$ cat src/rtl/stack_seq_pkg.sv
// ============================================================================
// stack_seq_pkg: shared opcodes, token kinds, state type and depth sizing.
// Rev 1.0
// ============================================================================
`default_nettype none

package stack_seq_pkg;

  localparam logic [2:0] OP_NOP  = 3'b000;
  localparam logic [2:0] OP_ADD  = 3'b100;
  localparam logic [2:0] OP_MUL  = 3'b101;
  localparam logic [2:0] OP_PUSH = 3'b110;
  localparam logic [2:0] OP_POP  = 3'b111;

  localparam logic [1:0] TOK_OPND = 2'b00;
  localparam logic [1:0] TOK_ADD  = 2'b01;
  localparam logic [1:0] TOK_MUL  = 2'b10;
  localparam logic [1:0] TOK_END  = 2'b11;

  typedef enum logic [2:0] {
    ST_ACCEPT  = 3'd0,
    ST_ISSUE   = 3'd1,
    ST_SETTLE  = 3'd2,
    ST_SKIP    = 3'd3,
    ST_DRAIN   = 3'd4,
    ST_POPWAIT = 3'd5,
    ST_DONE    = 3'd6
  } state_t;

  // Wide enough to hold the value DEPTH itself (the "full" count).
  function automatic int depth_width(input int depth);
    return $clog2(depth + 1);
  endfunction

endpackage

`default_nettype wire

$ cat src/rtl/stack_seq_depth_ctr.sv
// ============================================================================
// stack_seq_depth_ctr: mirror of the ALU stack occupancy with decode flags.
// Rev 1.0
// ============================================================================
`default_nettype none

module stack_seq_depth_ctr
  import stack_seq_pkg::*;
#(
  parameter int DEPTH = 8,
  parameter int DW    = depth_width(DEPTH)
) (
  input  logic CLK,
  input  logic RST,
  input  logic inc,
  input  logic dec,
  input  logic clear,
  output logic empty,
  output logic one,
  output logic ge2,
  output logic full
);

  localparam logic [DW-1:0] c_one  = DW'(1);
  localparam logic [DW-1:0] c_two  = DW'(2);
  localparam logic [DW-1:0] c_full = DW'(DEPTH);

  logic [DW-1:0] r_depth;

  always_ff @(posedge CLK or posedge RST) begin
    if (RST) begin
      r_depth <= '0;
    end else if (clear) begin
      r_depth <= '0;
    end else if (inc && !dec && !full) begin
      r_depth <= r_depth + c_one;
    end else if (dec && !inc && !empty) begin
      r_depth <= r_depth - c_one;
    end
  end

  assign empty = (r_depth == '0);
  assign one   = (r_depth == c_one);
  assign ge2   = (r_depth >= c_two);
  assign full  = (r_depth == c_full);

endmodule

`default_nettype wire

$ cat src/rtl/stack_alu_rpn_sequencer.sv
// ============================================================================
// stack_alu_rpn_sequencer: drives a stack ALU through one RPN expression.
// Rev 1.0. Define STACK_SEQ_OVF_ABORT_EN to abort an expression on overflow.
// ============================================================================
`default_nettype none

module stack_alu_rpn_sequencer
  import stack_seq_pkg::*;
#(
  parameter int N     = 4,
  parameter int DEPTH = 8
) (
  input  logic         CLK,
  input  logic         RST,
  input  logic         tok_valid,
  output logic         tok_ready,
  input  logic [1:0]   tok_kind,
  input  logic [N-1:0] tok_data,
  output logic [2:0]   alu_opcode,
  output logic [N-1:0] alu_data,
  input  logic [N-1:0] alu_result,
  input  logic         alu_overflow,
  output logic         res_valid,
  input  logic         res_ready,
  output logic [N-1:0] res_data,
  output logic         res_overflow,
  output logic         res_error
);

  state_t r_state;

  logic w_tok_fire;
  logic w_is_arith;
  logic w_inc;
  logic w_dec;
  logic w_clear;
  logic w_empty;
  logic w_one;
  logic w_ge2;
  logic w_full;
  logic w_abort;

  assign w_tok_fire = tok_valid & tok_ready;
  assign w_is_arith = (tok_kind == TOK_ADD) | (tok_kind == TOK_MUL);
  assign w_inc      = (r_state == ST_ACCEPT) & w_tok_fire & (tok_kind == TOK_OPND) & ~w_full;
  assign w_dec      = ((r_state == ST_ACCEPT) & w_tok_fire & w_is_arith & w_ge2)
                    | (r_state == ST_DRAIN);
  assign w_clear    = (r_state == ST_DONE) & res_valid & res_ready;

`ifdef STACK_SEQ_OVF_ABORT_EN
  assign w_abort = alu_overflow;
`else
  assign w_abort = 1'b0;
`endif

  stack_seq_depth_ctr #(
    .DEPTH (DEPTH)
  ) u_depth_ctr (
    .CLK   (CLK),
    .RST   (RST),
    .inc   (w_inc),
    .dec   (w_dec),
    .clear (w_clear),
    .empty (w_empty),
    .one   (w_one),
    .ge2   (w_ge2),
    .full  (w_full)
  );

  // tok_ready is registered, so it rises one cycle after reset release.
  always_ff @(posedge CLK or posedge RST) begin
    if (RST) begin
      r_state      <= ST_ACCEPT;
      tok_ready    <= 1'b0;
      alu_opcode   <= OP_NOP;
      alu_data     <= '0;
      res_valid    <= 1'b0;
      res_data     <= '0;
      res_overflow <= 1'b0;
      res_error    <= 1'b0;
    end else begin
      alu_opcode <= OP_NOP;
      unique case (r_state)
        ST_ACCEPT: begin
          tok_ready <= 1'b1;
          if (w_tok_fire) begin
            unique case (tok_kind)
              TOK_OPND: begin
                if (w_full) begin
                  res_error <= 1'b1;
                  r_state   <= ST_SKIP;
                end else begin
                  alu_opcode <= OP_PUSH;
                  alu_data   <= tok_data;
                  tok_ready  <= 1'b0;
                  r_state    <= ST_ISSUE;
                end
              end
              TOK_ADD, TOK_MUL: begin
                if (!w_ge2) begin
                  res_error <= 1'b1;
                  r_state   <= ST_SKIP;
                end else begin
                  alu_opcode <= (tok_kind == TOK_ADD) ? OP_ADD : OP_MUL;
                  tok_ready  <= 1'b0;
                  r_state    <= ST_ISSUE;
                end
              end
              default: begin
                tok_ready <= 1'b0;
                if (w_empty) begin
                  res_error <= 1'b1;
                  res_valid <= 1'b1;
                  r_state   <= ST_DONE;
                end else begin
                  if (!w_one) res_error <= 1'b1;
                  alu_opcode <= OP_POP;
                  r_state    <= ST_DRAIN;
                end
              end
            endcase
          end
        end
        ST_ISSUE: begin
          if (alu_opcode == OP_PUSH) begin
            tok_ready <= 1'b1;
            r_state   <= ST_ACCEPT;
          end else begin
            r_state <= ST_SETTLE;
          end
        end
        ST_SETTLE: begin
          res_overflow <= res_overflow | alu_overflow;
          tok_ready    <= 1'b1;
          if (w_abort) begin
            res_error <= 1'b1;
            r_state   <= ST_SKIP;
          end else begin
            r_state <= ST_ACCEPT;
          end
        end
        ST_SKIP: begin
          if (w_tok_fire && (tok_kind == TOK_END)) begin
            tok_ready <= 1'b0;
            if (w_empty) begin
              res_valid <= 1'b1;
              r_state   <= ST_DONE;
            end else begin
              alu_opcode <= OP_POP;
              r_state    <= ST_DRAIN;
            end
          end
        end
        ST_DRAIN: begin
          r_state <= ST_POPWAIT;
        end
        ST_POPWAIT: begin
          // Depth has already been decremented, so empty marks the last pop.
          if (w_empty) begin
            if (!res_error) res_data <= alu_result;
            res_valid <= 1'b1;
            r_state   <= ST_DONE;
          end else begin
            alu_opcode <= OP_POP;
            r_state    <= ST_DRAIN;
          end
        end
        ST_DONE: begin
          if (res_ready) begin
            res_valid    <= 1'b0;
            res_data     <= '0;
            res_overflow <= 1'b0;
            res_error    <= 1'b0;
            tok_ready    <= 1'b1;
            r_state      <= ST_ACCEPT;
          end
        end
        default: begin
          r_state <= ST_ACCEPT;
        end
      endcase
    end
  end

endmodule

`default_nettype wire

$ cat config.mk
export PLATFORM = sky130hd
export DESIGN_NAME = stack_alu_rpn_sequencer
export DESIGN_NICKNAME = d
export VERILOG_FILES = /design/src/rtl/stack_seq_pkg.sv /design/src/rtl/stack_seq_depth_ctr.sv /design/src/rtl/stack_alu_rpn_sequencer.sv
export SDC_FILE = /design/constraint.sdc
export NUM_CORES = 1
export LEC_CHECK = 0
export BUFFER_PORTS_ARGS = -buffer_cell sky130_fd_sc_hd__buf_2
export CAP_MARGIN = 20
export CORE_ASPECT_RATIO = 1.5
export CORE_MARGIN = 2
export CORE_UTILIZATION = 52
export CTS_BUF_LIST = sky130_fd_sc_hd__clkbuf_16
export CTS_CLUSTER_SIZE = 40
export DETAILED_ROUTE_END_ITERATION = 8
export PLACE_DENSITY_LB_ADDON = 0.25
export REMOVE_ABC_BUFFERS = 1
export SLEW_MARGIN = 15
export SYNTH_ARGS = -nofsm -noshare
export SYNTH_HDL_FRONTEND = slang
export SYNTH_SLANG_ARGS = --single-unit
$ cat constraint.sdc
create_clock -name CLK -period 2.41 [get_ports CLK]
set_clock_uncertainty 0.15 [all_clocks]
set_input_delay 0.1205 -clock CLK [delete_from_list [all_inputs] [get_ports CLK]]
set_output_delay 0.1205 -clock CLK [all_outputs]
set_load 0.03 [all_outputs]
[Word level (Yosys, flattened, before mapping)]
Index checks and enable logic that the tools add are counted.
Word-level totals
  logic and storage cells: 119
  output and inout bits: 15
  register bits: 22
  input port bits: 15
Cells by class
  eq/ne operators: 22
  bitwise logic cells: 12
  multiplexer cells: 46
  add/sub/neg operators: 2
  order comparisons: 1
  reductions and logical operators: 27
Operator list (count)
  two-way mux 3 bit: 8
  two-way mux 4 bit: 6
  case mux 3 bit (6 select lines): 1
  two-way mux 1 bit: 17
  == test 3 bit (second input constant): 4
  inequality test 2 bit (second input constant): 6
  case mux 3 bit (2 select lines): 2
  AND reduction 4 bit: 3
  case mux 3 bit (3 select lines): 1
  bitwise AND 1 bit: 8
  two-way mux 2 bit: 4
  case mux 1 bit (2 select lines): 4
  case mux 4 bit (2 select lines): 1
  == test 3 x 2 -> 1 bit (second input constant): 2
  AND reduction 6 bit: 1
  nonzero test 2 bit: 3
  logical AND 1 bit: 5
  inequality test 5 x 3 -> 1 bit (second input constant): 1
  case mux 1 bit (5 select lines): 1
  AND reduction 5 bit: 1
  nonzero test 5 bit: 1
  adder 4 x 1 -> 4 bit (second input constant): 1
  == test 2 bit (second input constant): 2
  == test 4 x 1 -> 1 bit (second input constant): 1
  21 further kinds: 26

[Logic depth before layout (Yosys ltp)]
Gate-level depths: netlist (run 1).
  depth after elaboration: 10
  gate-level depth with buffers: 7
  mapped depth without buffers: 7

[By module]
Synthesis (run 1) repeated with hierarchy kept, for this count alone.
Second synthesis, totals
  cell total of the unflattened synthesis: 162
  area, all modules: 1570.3 µm²
By module, submodules not included
  stack_alu_rpn_sequencer: instances 1, sequential area each 450.4 µm², area each 1149.9 µm², cells each 116
  stack_seq_depth_ctr: instances 1, sequential area each 100.1 µm², area each 420.4 µm², cells each 46

[Least setup slack after synthesis (run 1)]
No wires, ideal clock.
  kind: reg-to-reg
  from: register u_depth_ctr.r_depth[0]
  to: register u_depth_ctr.r_depth[0]
  required time: 2.181 ns
  buffers on the path: 0
  setup time: 0.079 ns
  cell stages (with the launch flop): 7
  period minus slack after synthesis: 2.135 ns
  data arrival time: 1.905 ns
  slack: 0.275 ns
  cells stage by stage: dfrtp_1 inv_1 ha_1 o41ai_4 mux2_2 a32oi_2 mux2i_1
Between the ends
  cells in the longest elaborated chain, start to end: 8
  elaborated cells between the ends (all ways): 21
  those cells by class: 2 x add/sub; 1 x order compare; 1 x eq/ne; 3 x mux; 4 x bitwise; 10 x reduce/logical
RTL lines
  start: declaration: line stack_seq_depth_ctr.sv:28  | logic [DW-1:0] r_depth;
  start signal: assignment: line stack_seq_depth_ctr.sv:36  | r_depth <= r_depth + c_one;
  start signal: assignment: line stack_seq_depth_ctr.sv:38  | r_depth <= r_depth - c_one;
  greater-or-equal comparator 4 x 2 -> 1 bit: line stack_seq_depth_ctr.sv:44  | assign ge2 = (r_depth >= c_two);
  bitwise AND 1 bit: line stack_alu_rpn_sequencer.sv:46  | assign w_dec = ((r_state == ST_ACCEPT) & w_tok_fire & w_is_arith & w_ge2)
  bitwise OR 1 bit: line stack_alu_rpn_sequencer.sv:47  | | (r_state == ST_DRAIN);
  zero test 1 bit: line stack_seq_depth_ctr.sv:35  | end else if (inc && !dec && !full) begin
  logical AND 1 bit (2 in a row): line stack_seq_depth_ctr.sv:35
  two-way mux 4 bit: line stack_seq_depth_ctr.sv:35
  two-way mux 4 bit: line stack_seq_depth_ctr.sv:33  | end else if (clear) begin
Parallel ways exist; a longest one is shown, timed or not. The select of a mux whose other input is x is not followed.
A chain may end at the register's enable or synchronous reset.

[Worst setup path in the final report (run 1)]
  from: register u_depth_ctr.r_depth[0]
  to: register u_depth_ctr.r_depth[2]
Same word-level chain as after synthesis.

==> flow_metrics.env, run 1 <==
export IMPL_fin_crit_sh_pct=92.24
export IMPL_pwr_share_comb_pct=51.5
export IMPL_cp_arrival_ps=2250
export IMPL_die_area_um2=3241
export IMPL_critPathKind="register to register"
export IMPL_grt_max_degree=23
export IMPL_rsz0062_at_grt="no"
export IMPL_die_y_um=68.74
export IMPL_cts_sinks=22
export IMPL_vias=1328
export IMPL_clock_latency_ps=260
export IMPL_grt_pass1_wl_mm=5.409
export IMPL_syn_avg_cell_area_um2=9.815
export IMPL_grt_util_all_layers_pct=23.14
export IMPL_grt_antenna_before_repair=0
export IMPL_ioPinCount=30
export IMPL_drt_initial_drc_count=29
export IMPL_p_sw_share_pct=45.39
export IMPL_layout_min_cycle_time_ps=2223
export IMPL_synth_top_family_by_area="simple AND/OR/NAND/NOR gates"
export IMPL_antenna_cells=0
export IMPL_final_setup_tns_ps=0
export IMPL_powerDensity_nw_per_um2=1230
export IMPL_stdcell_area_um2=1818
export IMPL_synthCells=148
export IMPL_tritoncts="yes"
export IMPL_hold_violations=0
export IMPL_core_um2=2676
export IMPL_synth_cell_types=47
export IMPL_numCtsBuffers=3
export IMPL_drive_above_1_share_pct=27.37
export IMPL_synth_compound_area_share_pct=19.55
export IMPL_slowest_delay_ps=460
export IMPL_wl_met1_mm=1.338
export IMPL_critPathMaxFanout=7
export IMPL_ant_nets=0
export IMPL_hpwl_mm=2.506
export IMPL_p_sw_uw=1015
export IMPL_status="finished clean"
export IMPL_start_util_pct=54.28
export IMPL_clockBufferDepth=2
export IMPL_finalSetupViolations=0
export IMPL_drc_errors=0
export IMPL_synthToLayoutAreaGrowth_pct=25.15
export IMPL_synth_simple_area_share_pct=21.62
export IMPL_fmax_ghz=0.4498
export IMPL_seq_power_share_pct=32.9
export IMPL_viasPerCell=5.850
export IMPL_drv_slew=0
export IMPL_wl_met3_um=114
export IMPL_synth_seq_cells=22
export IMPL_nFillCells=213
export IMPL_cp_end_kind="register"
export IMPL_synth_adder_area_share_pct=8.269
export IMPL_dpl_cell_area_um2=1647
export IMPL_cp_required_ps=2440
export IMPL_vdd_ir_drop_max_mv=0.8144
export IMPL_p_leak_uw=0.0008537
export IMPL_p_int_uw=1222
export IMPL_synth_area_um2=1453
export IMPL_critPathSlowestCell="dfrtp_1"
export IMPL_fp_row_count=23
export IMPL_min_path_type="input port to register"
export IMPL_die_x_um=47.16
export IMPL_port_buffers=29
export IMPL_clkPwrFrac_pct=15.6
export IMPL_muxShareOfSynthArea_pct=7.321
export IMPL_nNetsFinal=215
export IMPL_worst_slew_pin_slew_ps=831.5
export IMPL_htreeDepth=1
export IMPL_synthXorXnorAreaFrac_pct=0.6029
export IMPL_start_kind="register"
export IMPL_firstDrtPassIters=4
export IMPL_yosysSeqAreaShare_pct=37.90
export IMPL_cap_violations=0
export IMPL_slew_headroom_pct=44.51
export IMPL_grt_pass1_vias=1228
export IMPL_clockRootBuffer="clkbuf_16"
export IMPL_overflow=0
export IMPL_top_layer="met4"
export IMPL_gp_congestion=0.9281
export IMPL_wl_mm=3.389
export IMPL_met2_length_mm=1.866
export IMPL_ys_warn_count=0
export IMPL_route_detailed_wl_per_inst_um=14.93
export IMPL_crit_chain="inv_1 -> ha_1 -> o41ai_4 -> buf_4 -> o32ai_2 -> and3_4 -> a22oi_2 -> mux2i_1"
export IMPL_path_clk_slew_ps=60
-- path summary, 6_finish.rpt --
path                       depth (start not counted)  slack [ps]              startpoint                     end
setup / recovery                                   8         190  u_depth_ctr.r_depth[0]  u_depth_ctr.r_depth[2]
hold / removal                                     3          20            alu_overflow            res_overflow
setup reg to reg                                   8         190  u_depth_ctr.r_depth[0]  u_depth_ctr.r_depth[2]
hold reg to reg                                    1         360             alu_data[1]             alu_data[1]
max in group asynchronous                          3        1160                     RST               tok_ready
min in group asynchronous                          3         430                     RST             alu_data[2]
-- cells by family after synthesis --
group                      Yosys count
AOI/OAI and AO/OA                   34
xor gates and xnor gates             1
adders and majority gates            9
buffers and inverters               14
DFF                                 22
muxes                               10
and+or+nand+nor                     58
-- layer usage --
metal / global-route usage, % / vias up
li1: - / 622
met1: 25.94 / 648
met2: 42.12 / 47
met3: 2.865 / 11
met4: 9.722 / 0
met5: 0 / -
-- cells in the final DEF, fill, tap and decap left out, types with 2 or more instances in the layout --
cell | synthesis | final
buf_2 | 1 | 29
dfrtp_1 | 22 | 22
nand2_1 | 17 | 17
inv_1 | 9 | 9
dlygate4sd3_1 | 0 | 9
nor2_1 | 8 | 8
o21ai_0 | 8 | 8
ha_1 | 8 | 8
nor3_1 | 6 | 6
mux2_2 | 5 | 5
a21oi_1 | 5 | 5
mux2i_1 | 5 | 5
buf_4 | 0 | 5
nand3_1 | 4 | 4
a22o_1 | 4 | 4
and2_1 | 3 | 3
clkbuf_16 | 0 | 3
nand3b_1 | 2 | 2
nor2b_1 | 3 | 2
and3_1 | 2 | 2
a31oi_1 | 2 | 2
nand4_1 | 2 | 2
nand2b_1 | 2 | 2
a41oi_1 | 2 | 2
-- power by group through the flow --
| stage | logic, uW | registers (uW) | clock network (uW) |
|---|---|---|---|
| finish | 1150 | 736 | 349 |
| global route | 1260 | 762 | 367 |
| CTS | 1150 | 731 | 354 |
| detailed placement | 1130 | 736 | 0 |
| global placement | 1110 | 723 | 0 |
| floorplan | 636 | 899 | 0 |
-- layout make-up --
class / instances / area (um^2) / area share (%)
clock buffer: 3 / 75.07 / 4.129
clock inverter: 1 / 3.754 / 0.2065
inverter: 9 / 33.78 / 1.858
multi-input combinational: 112 / 835.8 / 45.97
sequential: 22 / 550.5 / 30.28
tap: 37 / 46.29 / 2.546
timing repair buffer: 43 / 272.8 / 15.00
-- sequential cells by signal, summed over array words and instances, names as in the netlist --
name                 count
r_state                  3
res_data                 4
res_overflow             1
tok_ready                1
alu_data                 4
u_depth_ctr.r_depth      4
res_error                1
res_valid                1
alu_opcode               3
-- synth_stat cells, drive strengths merged --
| library cell | n | share of area, % |
|---|---|---|
| o211ai | 1 | 0.52 |
| nand4 | 2 | 0.86 |
| a22oi | 1 | 0.86 |
| or2b | 1 | 0.52 |
| a21oi | 5 | 1.7 |
| ha | 8 | 6.9 |
| o32ai | 1 | 1.1 |
| and2b | 1 | 0.52 |
| o2bb2ai | 1 | 1.0 |
| inv | 9 | 2.3 |
| clkbuf | 2 | 0.52 |
| o21bai | 1 | 0.52 |
| or3 | 1 | 0.78 |
| nand3b | 2 | 1.0 |
| fa | 1 | 1.4 |
| a32oi | 1 | 1.1 |
| mux2i | 5 | 3.4 |
| o31ai | 1 | 0.52 |
| nor4 | 2 | 1.3 |
| nand3 | 4 | 1.4 |
| buf | 3 | 1.9 |
| mux2 | 5 | 3.9 |
| nand2b | 2 | 0.86 |
| a22o | 4 | 2.4 |
| and3 | 3 | 1.6 |
| a41oi | 2 | 1.2 |
| nor4b | 1 | 0.60 |
| o311ai | 1 | 0.60 |
| o41ai | 2 | 2.5 |
| and2 | 3 | 1.3 |
| dfrtp | 22 | 38 |
| nand2 | 18 | 4.8 |
| a31oi | 2 | 0.86 |
| a32o | 1 | 0.69 |
| a21boi | 1 | 0.52 |
| nor2 | 8 | 2.1 |
| o21ai | 8 | 2.8 |
| nand4b | 1 | 0.60 |
| xor2 | 1 | 0.60 |
| nor2b | 3 | 1.3 |
| o2111ai | 1 | 0.60 |
| nor3 | 6 | 2.1 |
-- per-stage QoR --
| stage | power, uW | utilization, % | cells | hold WS, ps | worst slack (ps) |
|---|---|---|---|---|---|
| 4_1_cts | 2240 | 67.84 | 227 | 20.02 | 121.7 |
| 5_1_grt | 2388 | 67.93 | 227 | 29.86 | 2.393 |
| 2_1_floorplan | 1535 | - | 143 | -40.27 | 275.4 |
| 3_5_place_dp | 1870 | 61.52 | 214 | 173.0 | 165.8 |
| 6_report | 2237 | 67.93 | 227 | 20.29 | 187.0 |
| 3_3_place_gp | 1837 | 61.52 | 214 | 148.7 | 228.6 |
-- worst max-delay path, delay by kind of cell (launching register included) --
kind,cells,cell delay (ps)
flip-flops,1,460
buffers and inverters,2,320
adder cells (fa/ha/maj),1,250
AO/OA/AOI/OAI,3,570
AND/OR/NAND/NOR,1,210
multiplexers,1,190
-- repair_timing --
item	4_1_cts	5_1_grt
setup buffers	0	0
endpoints found under the hold margin	30	0
resized for setup	0	1
hold buffers	9	0
setup endpoints to repair	0	7
(Power assumes the default switching activity.)
==> run 2, diff against run 1 <==
==> constraint.sdc (replaced) <==
create_clock -name CLK -period 2.41 [get_ports CLK]
set_clock_uncertainty 0.15 [all_clocks]
set_input_delay 0.241 -clock CLK [delete_from_list [all_inputs] [get_ports CLK]]
set_output_delay 0.241 -clock CLK [all_outputs]
set_load 0.03 [all_outputs]
==> run 2 against run 1 <==
The run now ends with negative hold slack left. First-iteration DRC count up 17%. Sequential share of layout area is 1.6 points higher. Worst hold slack worse by 32 ps. Die area unchanged. Utilization fell by 3.4 points. Largest power group unchanged.
==> flow_metrics.env, run 2 (synthesis gave the netlist of run 1 again) <==
export IMPL_rsz0062_at_grt="no"
export IMPL_nNetsFinal=206
export IMPL_critPathMaxFanout=7
export IMPL_slowest_delay_ps=460
export IMPL_numCtsBuffers=3
export IMPL_fp_row_count=23
export IMPL_fmax_ghz=0.4496
export IMPL_fin_crit_sh_pct=92.29
export IMPL_clock_latency_ps=250
export IMPL_cp_end_kind="register"
export IMPL_violations="negative hold slack"
export IMPL_p_total_uw=2218
export IMPL_slew_headroom_pct=45.32
export IMPL_use_met2_pct=39.90
export IMPL_status="finished with violations"
export IMPL_cts_hold_buf=0
export IMPL_die_area_um2=3241
export IMPL_grt_antenna_before_repair=0
export IMPL_nFillCells=223
export IMPL_path_delay_family="compound AO/OA/AOI/OAI gates"
export IMPL_stdcell_area_um2=1728
export IMPL_critPathBufInv=2
export IMPL_gr_usage_met1_pct=24.80
export IMPL_crit_chain="inv_1 -> ha_1 -> o41ai_4 -> buf_4 -> o32ai_2 -> and3_4 -> a22oi_2 -> mux2i_1"
export IMPL_finalSetupViolations=0
export IMPL_route_detailed_wl_per_inst_um=14.79
export IMPL_regArea_um2=550.5
export IMPL_htreeDepth=1
export IMPL_gp_congestion=0.9281
export IMPL_grt_util_met3_pct=2.604
export IMPL_drive_above_1_share_pct=28.73
export IMPL_synthToLayoutAreaGrowth_pct=18.95
export IMPL_path_clk_slew_ps=60
export IMPL_drv_slew=0
export IMPL_tritoncts="yes"
export IMPL_clockRootBuffer="clkbuf_16"
export IMPL_port_buffers=29
export IMPL_viasPerCell=5.904
export IMPL_antenna_cells=0
export IMPL_final_cell_mix="buf_2 (29), dfrtp_1 (22), nand2_1 (17), inv_1 (9)"
export IMPL_grt_max_degree=23
export IMPL_dpl_cell_area_um2=1647
export IMPL_worst_slew_pin_slew_ps=819.4
export IMPL_holdWs_ps=-11.67
export IMPL_vias=1287
export IMPL_cp_required_ps=2440
export IMPL_grt_util_all_layers_pct=22.04
export IMPL_final_setup_tns_ps=0
export IMPL_reg_top3="alu_data: 4 flops, res_data: 4 flops, u_depth_ctr.r_depth: 4 flops"
export IMPL_wl_mm=3.225
export IMPL_post_cts_buffers=0
export IMPL_ant_nets=0
export IMPL_hold_violations=22
export IMPL_drt_initial_drc_count=34
export IMPL_clockBufferDepth=2
export IMPL_powerDensity_nw_per_um2=1284
export IMPL_p_leak_uw=0.0008161
export IMPL_grt_busiest_layer="met2"
export IMPL_start_kind="register"
export IMPL_firstDrtPassIters=4
export IMPL_min_path_type="input port to async pin"
export IMPL_fin_util_pct=64.56
export IMPL_grt_pass1_wl_mm=5.147
export IMPL_cap_violations=0
export IMPL_start_util_pct=54.28
export IMPL_die_y_um=68.74
export IMPL_die_x_um=47.16
export IMPL_final_common_cell="buf_2"
export IMPL_vdd_ir_drop_max_mv=0.8157
export IMPL_critPathKind="register to register"
export IMPL_core_um2=2676
export IMPL_layout_min_cycle_time_ps=2224
export IMPL_cts_sinks=22
export IMPL_critPathSlowestCell="dfrtp_1"
export IMPL_ioPinCount=30
export IMPL_overflow=0
export IMPL_cp_arrival_ps=2250
export IMPL_hpwl_mm=2.506
export IMPL_drc_errors=0
export IMPL_grt_pass1_vias=1190
export IMPL_multi_input_area_um2=835.8
run 2: changes by cell type in the layout (fill, tap and decap cells not counted):
cell	previous run	this run
dlygate4sd3_1	9	0
run 2: metrics by stage:
stage | worst slack [ps] | instances
2_1_floorplan | 275.4 | 143
5_1_grt | 1.934 | 218
6_report | 185.8 | 218
4_1_cts | 121.7 | 218
3_3_place_gp | 228.6 | 214
3_5_place_dp | 165.8 | 214
run 2: layer usage:
metal  up-vias  wire (um)
met5         -          0
met4         0         57
met3         7        112
met2        43       1766
met1       633       1289
li1        604          -
run 2: worst register-to-register path, stage by stage (launching register included):
cell and delay (ps):
dfrtp_1 460, inv_1 110, ha_1 250, o41ai_4 340, buf_4 210, o32ai_2 80
and3_4 210, a22oi_2 150, mux2i_1 190
run 2: repair_timing:
action	CTS	global route
setup endpoints to repair	0	7
resized for setup	0	1
endpoints found under the hold margin	0	0
run 2: area by class of cell:
type	count	share of cell area, %
clock buffers	3	4.345
clock inverters	1	0.2172
inverters	9	1.955
multi-input cells	112	48.37
flip-flops and latches	22	31.86
well taps	37	2.679
repair buffers	34	10.57
run 2: final timing paths:
kind / start / endpoint / slack (ps) / cells after the start
setup reg to reg: u_depth_ctr.r_depth[0] / u_depth_ctr.r_depth[2] / 190 / 8
max in group asynchronous: RST / tok_ready / 1610 / 2
min in group CLK: alu_result[0] / res_data[0] / 60 / 2
hold reg to reg: alu_data[1] / alu_data[1] / 360 / 1
hold / removal: RST / alu_data[2] / -10 / 2
setup / recovery: u_depth_ctr.r_depth[0] / u_depth_ctr.r_depth[2] / 190 / 8
run 2: power breakdown:
group	leakage [uW]	internal [uW]	switching, uW
sequential	0.000270	523	210
combinational	0.000507	467	672
clock	0.0000385	221	124
